==> src/rtl/frame_sequencer.sv <==
// Trigger-driven sequencer that launches a chain of processing stages, with a per-stage
// watchdog abort, an optional one-deep trigger queue and frame/drop/timeout status.
//   state | meaning
//   IDLE  | waiting for a trigger or a queued trigger
//   DELAY | counting down the start delay before stage 0
//   RUN   | stage k running, watchdog counting
//   DONE  | last stage finished, frameDone pulse out
module frame_sequencer #(
    parameter int STAGES      = 3,
    parameter int START_DELAY = 4,
    parameter int TIMEOUT     = 65535,
    parameter int QUEUE_EN    = 1
) (
    input  logic              clk,
    input  logic              rst,
    input  logic              trigger,
    input  logic [STAGES-1:0] stageDone,
    input  logic              clrStatus,
    output logic [STAGES-1:0] stageStart,
    output logic              frameDone,
    output logic              busy,
    output logic [15:0]       frameCount,
    output logic [15:0]       dropCount,
    output logic              timeoutFlag,
    output logic [2:0]        timeoutStage
);

    typedef enum logic [1:0] {IDLE, DELAY, RUN, DONE} state_t;

    // DELAY covers START_DELAY-1 cycles; the launch edge itself supplies the last one.
    localparam logic [7:0]  DLY_LOAD = 8'((START_DELAY > 1) ? START_DELAY - 2 : 0);
    localparam logic [15:0] WD_LIMIT = 16'(TIMEOUT - 1);
    localparam logic [2:0]  LAST_K   = 3'(STAGES - 1);

    state_t            state_q, state_d;
    logic [2:0]        k_q, k_d;
    logic              pending_q, pending_d;
    logic [7:0]        dly_q, dly_d;
    logic [15:0]       wd_q, wd_d;
    logic [STAGES-1:0] stage_start_q, stage_start_d;
    logic              frame_done_q, frame_done_d;
    logic [15:0]       frame_count_q, frame_count_d;
    logic [15:0]       drop_count_q, drop_count_d;
    logic              timeout_flag_q, timeout_flag_d;
    logic [2:0]        timeout_stage_q, timeout_stage_d;

    logic       start_frame, done_k, drop, abort, launch;
    logic [2:0] launch_k;

    always_comb begin
        state_d         = state_q;
        k_d             = k_q;
        pending_d       = pending_q;
        dly_d           = dly_q;
        wd_d            = wd_q;
        stage_start_d   = '0;
        frame_done_d    = 1'b0;
        frame_count_d   = frame_count_q;
        drop_count_d    = drop_count_q;
        timeout_flag_d  = timeout_flag_q;
        timeout_stage_d = timeout_stage_q;
        drop            = 1'b0;
        abort           = 1'b0;
        launch          = 1'b0;
        launch_k        = '0;

        // stageDone[k] is ignored while stage k's own start pulse is still out.
        done_k = 1'b0;
        for (int i = 0; i < STAGES; i++) begin
            if (k_q == 3'(i)) done_k = stageDone[i] && !stage_start_q[i];
        end

        start_frame = (state_q == IDLE) && (trigger || pending_q);
        if (start_frame) pending_d = 1'b0;
        if (trigger && ((state_q != IDLE) || pending_q)) begin
            if ((QUEUE_EN != 0) && (!pending_q || start_frame)) pending_d = 1'b1;
            else drop = 1'b1;
        end

        case (state_q)
            IDLE: begin
                if (start_frame) begin
                    if (START_DELAY > 1) begin
                        state_d = DELAY;
                        dly_d   = DLY_LOAD;
                    end else begin
                        launch = 1'b1;
                    end
                end
            end
            DELAY: begin
                if (dly_q == 8'd0) launch = 1'b1;
                else dly_d = dly_q - 8'd1;
            end
            RUN: begin
                if (done_k) begin
                    if (k_q == LAST_K) begin
                        state_d       = DONE;
                        frame_done_d  = 1'b1;
                        frame_count_d = frame_count_q + 16'd1;
                    end else begin
                        launch   = 1'b1;
                        launch_k = k_q + 3'd1;
                    end
                end else if (wd_q >= WD_LIMIT) begin
                    abort   = 1'b1;
                    state_d = IDLE;
                end else begin
                    wd_d = wd_q + 16'd1;
                end
            end
            DONE:    state_d = IDLE;
            default: state_d = IDLE;
        endcase

        if (launch) begin
            state_d = RUN;
            k_d     = launch_k;
            wd_d    = '0;
        end
        for (int i = 0; i < STAGES; i++) begin
            stage_start_d[i] = launch && (launch_k == 3'(i));
        end

        // A drop or abort in the same cycle as clrStatus wins over the clear.
        if (clrStatus) begin
            timeout_flag_d = 1'b0;
            drop_count_d   = '0;
        end
        if (abort) begin
            timeout_flag_d  = 1'b1;
            timeout_stage_d = k_q;
        end
        if (drop) begin
            if (clrStatus) drop_count_d = 16'd1;
            else if (drop_count_q != 16'hFFFF) drop_count_d = drop_count_q + 16'd1;
        end
    end

    always_ff @(posedge clk or negedge rst) begin
        if (!rst) begin
            state_q         <= IDLE;
            k_q             <= '0;
            pending_q       <= 1'b0;
            dly_q           <= '0;
            wd_q            <= '0;
            stage_start_q   <= '0;
            frame_done_q    <= 1'b0;
            frame_count_q   <= '0;
            drop_count_q    <= '0;
            timeout_flag_q  <= 1'b0;
            timeout_stage_q <= '0;
        end else begin
            state_q         <= state_d;
            k_q             <= k_d;
            pending_q       <= pending_d;
            dly_q           <= dly_d;
            wd_q            <= wd_d;
            stage_start_q   <= stage_start_d;
            frame_done_q    <= frame_done_d;
            frame_count_q   <= frame_count_d;
            drop_count_q    <= drop_count_d;
            timeout_flag_q  <= timeout_flag_d;
            timeout_stage_q <= timeout_stage_d;
        end
    end

    assign stageStart   = stage_start_q;
    assign frameDone    = frame_done_q;
    assign busy         = (state_q != IDLE);
    assign frameCount   = frame_count_q;
    assign dropCount    = drop_count_q;
    assign timeoutFlag  = timeout_flag_q;
    assign timeoutStage = timeout_stage_q;

endmodule

==> config.mk <==
export PLATFORM = sky130hd
export DESIGN_NAME = frame_sequencer
export DESIGN_NICKNAME = d
export VERILOG_FILES = /design/src/rtl/frame_sequencer.sv
export SDC_FILE = /design/constraint.sdc
export NUM_CORES = 1
export LEC_CHECK = 0
export BUFFER_PORTS_ARGS = -buffer_cell sky130_fd_sc_hd__clkbuf_2
export CAP_MARGIN = 20
export CORE_UTILIZATION = 57
export DETAILED_ROUTE_END_ITERATION = 8
export PLACE_DENSITY = 0.79
export SLEW_MARGIN = 30
export SYNTH_ARGS = -nofsm -noshare
export SYNTH_HDL_FRONTEND = slang
export SYNTH_SLANG_ARGS = --single-unit
==> constraint.sdc <==
create_clock -name clk -period 2.9 [get_ports clk]
set_input_delay 0.58 -clock clk [delete_from_list [all_inputs] [get_ports clk]]
set_output_delay 0.58 -clock clk [all_outputs]
set_load 0.005 [all_outputs]
==> metrics.log <==
[metrics] vias per std cell: 5.83
[metrics] number of distinct library cells after synthesis: 50
[metrics] count of unresolved DRC violations after routing: 0
[metrics] number of synthesized register bits: 70
[metrics] antenna violations before repair: 0
[metrics] final routed wirelength across all metal layers: 7390 um
[metrics] ant diodes: 0
[metrics] Port Buffers: between 40 and 50
[metrics] weighted congestion at the end of routability-driven global placement: roughly 0.8
[metrics] largest net degree at the start of global routing: 71
[metrics] largest cells by area after synthesis: sky130_fd_sc_hd__dfrtp_1 49%, sky130_fd_sc_hd__xnor2_1 4.2%, sky130_fd_sc_hd__nor2_1 4.0%, sky130_fd_sc_hd__ha_1 3.5%, sky130_fd_sc_hd__xor2_1 3.5%
[metrics] most instantiated flip-flop cell in the synthesis netlist: sky130_fd_sc_hd__dfrtp_1
[metrics] Setup Viol. Count Final: 0
[metrics] clock-pin slew on the worst setup and hold paths: about 0.070 ns
[metrics] clock tree sinks: 70
[metrics] number of enable flip-flop cells after synthesis: 0
[metrics] global-route wire length before repair: around 12,000 um
[metrics] largest clock skew in the final design: between 0.006 and 0.007 ns
[metrics] detailed-placement wirelength estimate: between 5000 and 6000 um
[metrics] leakage power figure: about 2 nW
[metrics] overall fraction of global-route tracks in use: 0.247
[metrics] Root Driver: sky130_fd_sc_hd__clkbuf_8
[metrics] DRC violation total after the first TritonRoute iteration: around 180
[metrics] via count of the first global-routing pass: 2,651
[metrics] nets in the synthesized netlist: 368
[metrics] initial core utilization: 0.595
[metrics] Vert. Die Dim: 80.8 um
[metrics] post-layout total power: 2.91 mW
[metrics] Cell Area, Synth: ~3500 um2
[metrics] type of destination of the critical path: register
[metrics] clock buffers created by TritonCTS: 9
[metrics] insertion delay to the later sink of the worst-skew pair: between 0.3 and 0.4 ns
[metrics] post-synth top area share: 0.495
[metrics] count of boundary I/O pins: 48
[metrics] final worst hold slack: 0.245 ns
[metrics] post-CTS setup repair buffer count: 0
[metrics] Core Rows: 28
[metrics] number of pins with negative max-slew slack in the final report: 0
[metrics] number of hold violations in the final report: 0
[metrics] min cycle time layout: ~2.4 ns
[metrics] proportion of synthesized chip area in sequential cells: 0.495
[metrics] power per unit of standard cell area: roughly 710 nW/um2
[metrics] residual antenna-violating net count after detailed routing: 0
[metrics] peak supply drop: roughly 0.0004 V
[metrics] reported max-cap violation count: 0
[metrics] f_max: 415 MHz
[metrics] number of buffers inserted by hold repair at cts: 0
[metrics] classification of the worst setup path: reg -> reg
[metrics] top cell type by total area after synthesis: sky130_fd_sc_hd__dfrtp_1
[metrics] Layout Nets: ~420
[metrics] worst slew margin relative to its limit: 0.537
[metrics] gate count after technology mapping: about 350
[metrics] global-route congestion overflow total: 0
[metrics] Warnings, synthesis: 0
[metrics] share of final-layout standard cells stronger than drive strength 1: 0.185
[metrics] overall via count from detail_route: 2,802
[metrics] die width: 80.8 um
[metrics] CTS tree: yes
[metrics] Routed WL per cell: 15.4 um
[metrics] area of the core: between 5000 and 6000 um2
[metrics] area added between synthesis and finish: 15.9%
[metrics] first drt pass iteration count: 4
[metrics] highest net fanout along the worst path: 11
[metrics] path type of the worst min-delay path: in -> async
[metrics] required time worst endpoint: about 3.2 ns
[metrics] unrepaired setup endpoints after global routing: no
[metrics] area of the die: roughly 6500 um2
[metrics] Worst Path Arrival: about 2.7 ns
[metrics] # resized after CTS: 0
[metrics] CTS H-Tree Depth: 3
[metrics] result of the run: finished clean
[metrics] post-route fraction of the period consumed by the critical path: 0.830
[metrics] crit path launch type: register
[metrics] average cell area after synthesis: approximately 10 um2
[metrics] transition at the pin with the smallest max-transition slack: slightly below 0.7 ns
[metrics] total negative slack for setup checks: 0 ns
[metrics] share of synthesized flip-flops with an asynchronous set or reset: 1.00
[metrics] maximum root-to-sink buffer count: 2
path summary, 6_finish.rpt:
| kind | cells past startpoint | to | slack, ns | start |
|---|---|---|---|---|
| max | 8 | state_q[1] | 0.49 | state_q[1] |
| max in group asynchronous | 2 | frameCount[11] | 2.37 | rst |
| max reg2reg | 8 | state_q[1] | 0.49 | state_q[1] |
| min reg2reg | 1 | frameCount[15] | 0.49 | frameCount[15] |
| min | 2 | dropCount[4] | 0.25 | rst |
| min in group clk | 1 | frameCount[15] | 0.49 | frameCount[15] |
report_power, final:
group,switching [mW],internal (mW)
logic,0.425,0.301
registers,0.129,1.09
clock network,0.371,0.593
total,0.924,1.98
cell usage after synthesis, types with 3 or more instances:
| master | instances |
|---|---|
| sky130_fd_sc_hd__dfrtp_1 | 70 |
| sky130_fd_sc_hd__nor2_1 | 38 |
| sky130_fd_sc_hd__nand2_1 | 19 |
| sky130_fd_sc_hd__o21ai_0 | 19 |
| sky130_fd_sc_hd__nand3_1 | 18 |
| sky130_fd_sc_hd__xnor2_1 | 17 |
| sky130_fd_sc_hd__xor2_1 | 14 |
| sky130_fd_sc_hd__nand4_1 | 13 |
| sky130_fd_sc_hd__a21oi_1 | 12 |
| sky130_fd_sc_hd__inv_1 | 12 |
| sky130_fd_sc_hd__and3_1 | 10 |
| sky130_fd_sc_hd__ha_1 | 10 |
| sky130_fd_sc_hd__or3_1 | 10 |
| sky130_fd_sc_hd__nor3_1 | 8 |
| sky130_fd_sc_hd__o31ai_1 | 6 |
| sky130_fd_sc_hd__buf_2 | 5 |
| sky130_fd_sc_hd__clkbuf_1 | 5 |
| sky130_fd_sc_hd__mux2_2 | 5 |
| sky130_fd_sc_hd__or4_1 | 5 |
| sky130_fd_sc_hd__and2_1 | 4 |
| sky130_fd_sc_hd__nor2b_1 | 4 |
| sky130_fd_sc_hd__o211ai_1 | 4 |
| sky130_fd_sc_hd__a211oi_1 | 3 |
| sky130_fd_sc_hd__a21o_1 | 3 |
| sky130_fd_sc_hd__and4_1 | 3 |
| sky130_fd_sc_hd__o2111ai_1 | 3 |
| sky130_fd_sc_hd__or4bb_1 | 3 |
flip-flops by register name (all words and copies together), names as in the netlist:
signal / cells
dropCount: 16
frameCount: 16
wd_q: 16
dly_q: 8
k_q: 3
stageStart: 3
timeoutStage: 3
state_q: 2
frameDone: 1
pending_q: 1
timeoutFlag: 1
cell type report:
type,count,area [um2]
fill,453,1850
sequential,70,1750
multi-input combinational,258,1700
timing repair buffer,50,270
clock buffer,10,138
clock inverter,6,109
tap,75,93.8
inverter,12,45.0
per-stage QoR:
stage	cell area (um2)	setup WS, ns	cells	utilization
2_1_floorplan	3540	0.743	351	-
3_3_place_gp	3860	0.458	465	0.648
3_5_place_dp	3860	0.420	465	0.648
4_1_cts	4110	0.475	481	0.689
5_1_grt	4110	0.306	481	0.689
6_report	4110	0.492	481	0.689
cell usage in the layout (no fill, tap or decap), types with 3 or more instances in the layout:
| master | count |
|---|---|
| sky130_fd_sc_hd__dfrtp_1 | 70 |
| sky130_fd_sc_hd__clkbuf_2 | 46 |
| sky130_fd_sc_hd__nor2_1 | 38 |
| sky130_fd_sc_hd__nand2_1 | 19 |
| sky130_fd_sc_hd__o21ai_0 | 19 |
| sky130_fd_sc_hd__nand3_1 | 18 |
| sky130_fd_sc_hd__xnor2_1 | 17 |
| sky130_fd_sc_hd__xor2_1 | 14 |
| sky130_fd_sc_hd__nand4_1 | 13 |
| sky130_fd_sc_hd__inv_1 | 12 |
| sky130_fd_sc_hd__a21oi_1 | 12 |
| sky130_fd_sc_hd__or3_1 | 10 |
| sky130_fd_sc_hd__and3_1 | 10 |
| sky130_fd_sc_hd__ha_1 | 10 |
| sky130_fd_sc_hd__clkbuf_8 | 10 |
| sky130_fd_sc_hd__nor3_1 | 8 |
| sky130_fd_sc_hd__o31ai_1 | 6 |
| sky130_fd_sc_hd__or4_1 | 5 |
| sky130_fd_sc_hd__mux2_2 | 5 |
| sky130_fd_sc_hd__o211ai_1 | 4 |
| sky130_fd_sc_hd__nor2b_1 | 4 |
| sky130_fd_sc_hd__and2_1 | 4 |
| sky130_fd_sc_hd__and4_1 | 3 |
| sky130_fd_sc_hd__a21o_1 | 3 |
| sky130_fd_sc_hd__a211oi_1 | 3 |
| sky130_fd_sc_hd__or4bb_1 | 3 |
| sky130_fd_sc_hd__o2111ai_1 | 3 |
| sky130_fd_sc_hd__bufinv_16 | 3 |
critical path, stage by stage (launching register included):
cell and delay [ns]:
sky130_fd_sc_hd__dfrtp_1 0.42, sky130_fd_sc_hd__inv_1 0.09, sky130_fd_sc_hd__ha_1 0.36, sky130_fd_sc_hd__or4bb_1 0.48, sky130_fd_sc_hd__nor2_1 0.24, sky130_fd_sc_hd__o21a_1 0.32, sky130_fd_sc_hd__buf_4 0.24, sky130_fd_sc_hd__nor2_1 0.05
sky130_fd_sc_hd__mux2i_1 0.13
logic make-up after synthesis:
kind of cell               count (synthesis)  share of synthesized area
AOI/OAI and AO/OA                         64                      0.123
DFF                                       70                      0.495
muxes                                      7                     0.0215
xor gates and xnor gates                  31                     0.0767
and+or+nand+nor                          145                      0.220
adders and majority gates                 11                     0.0381
buffers and inverters                     23                     0.0261
per-layer routing:
metal / up-vias / track usage / share of wire
met5: - / 0 / 0
met4: 0 / 0.0893 / 0.017
met3: 15 / 0.0596 / 0.042
met2: 53 / 0.424 / 0.49
met1: 1357 / 0.300 / 0.45
li1: 1377 / - / -
(Power assumes the default switching activity.)
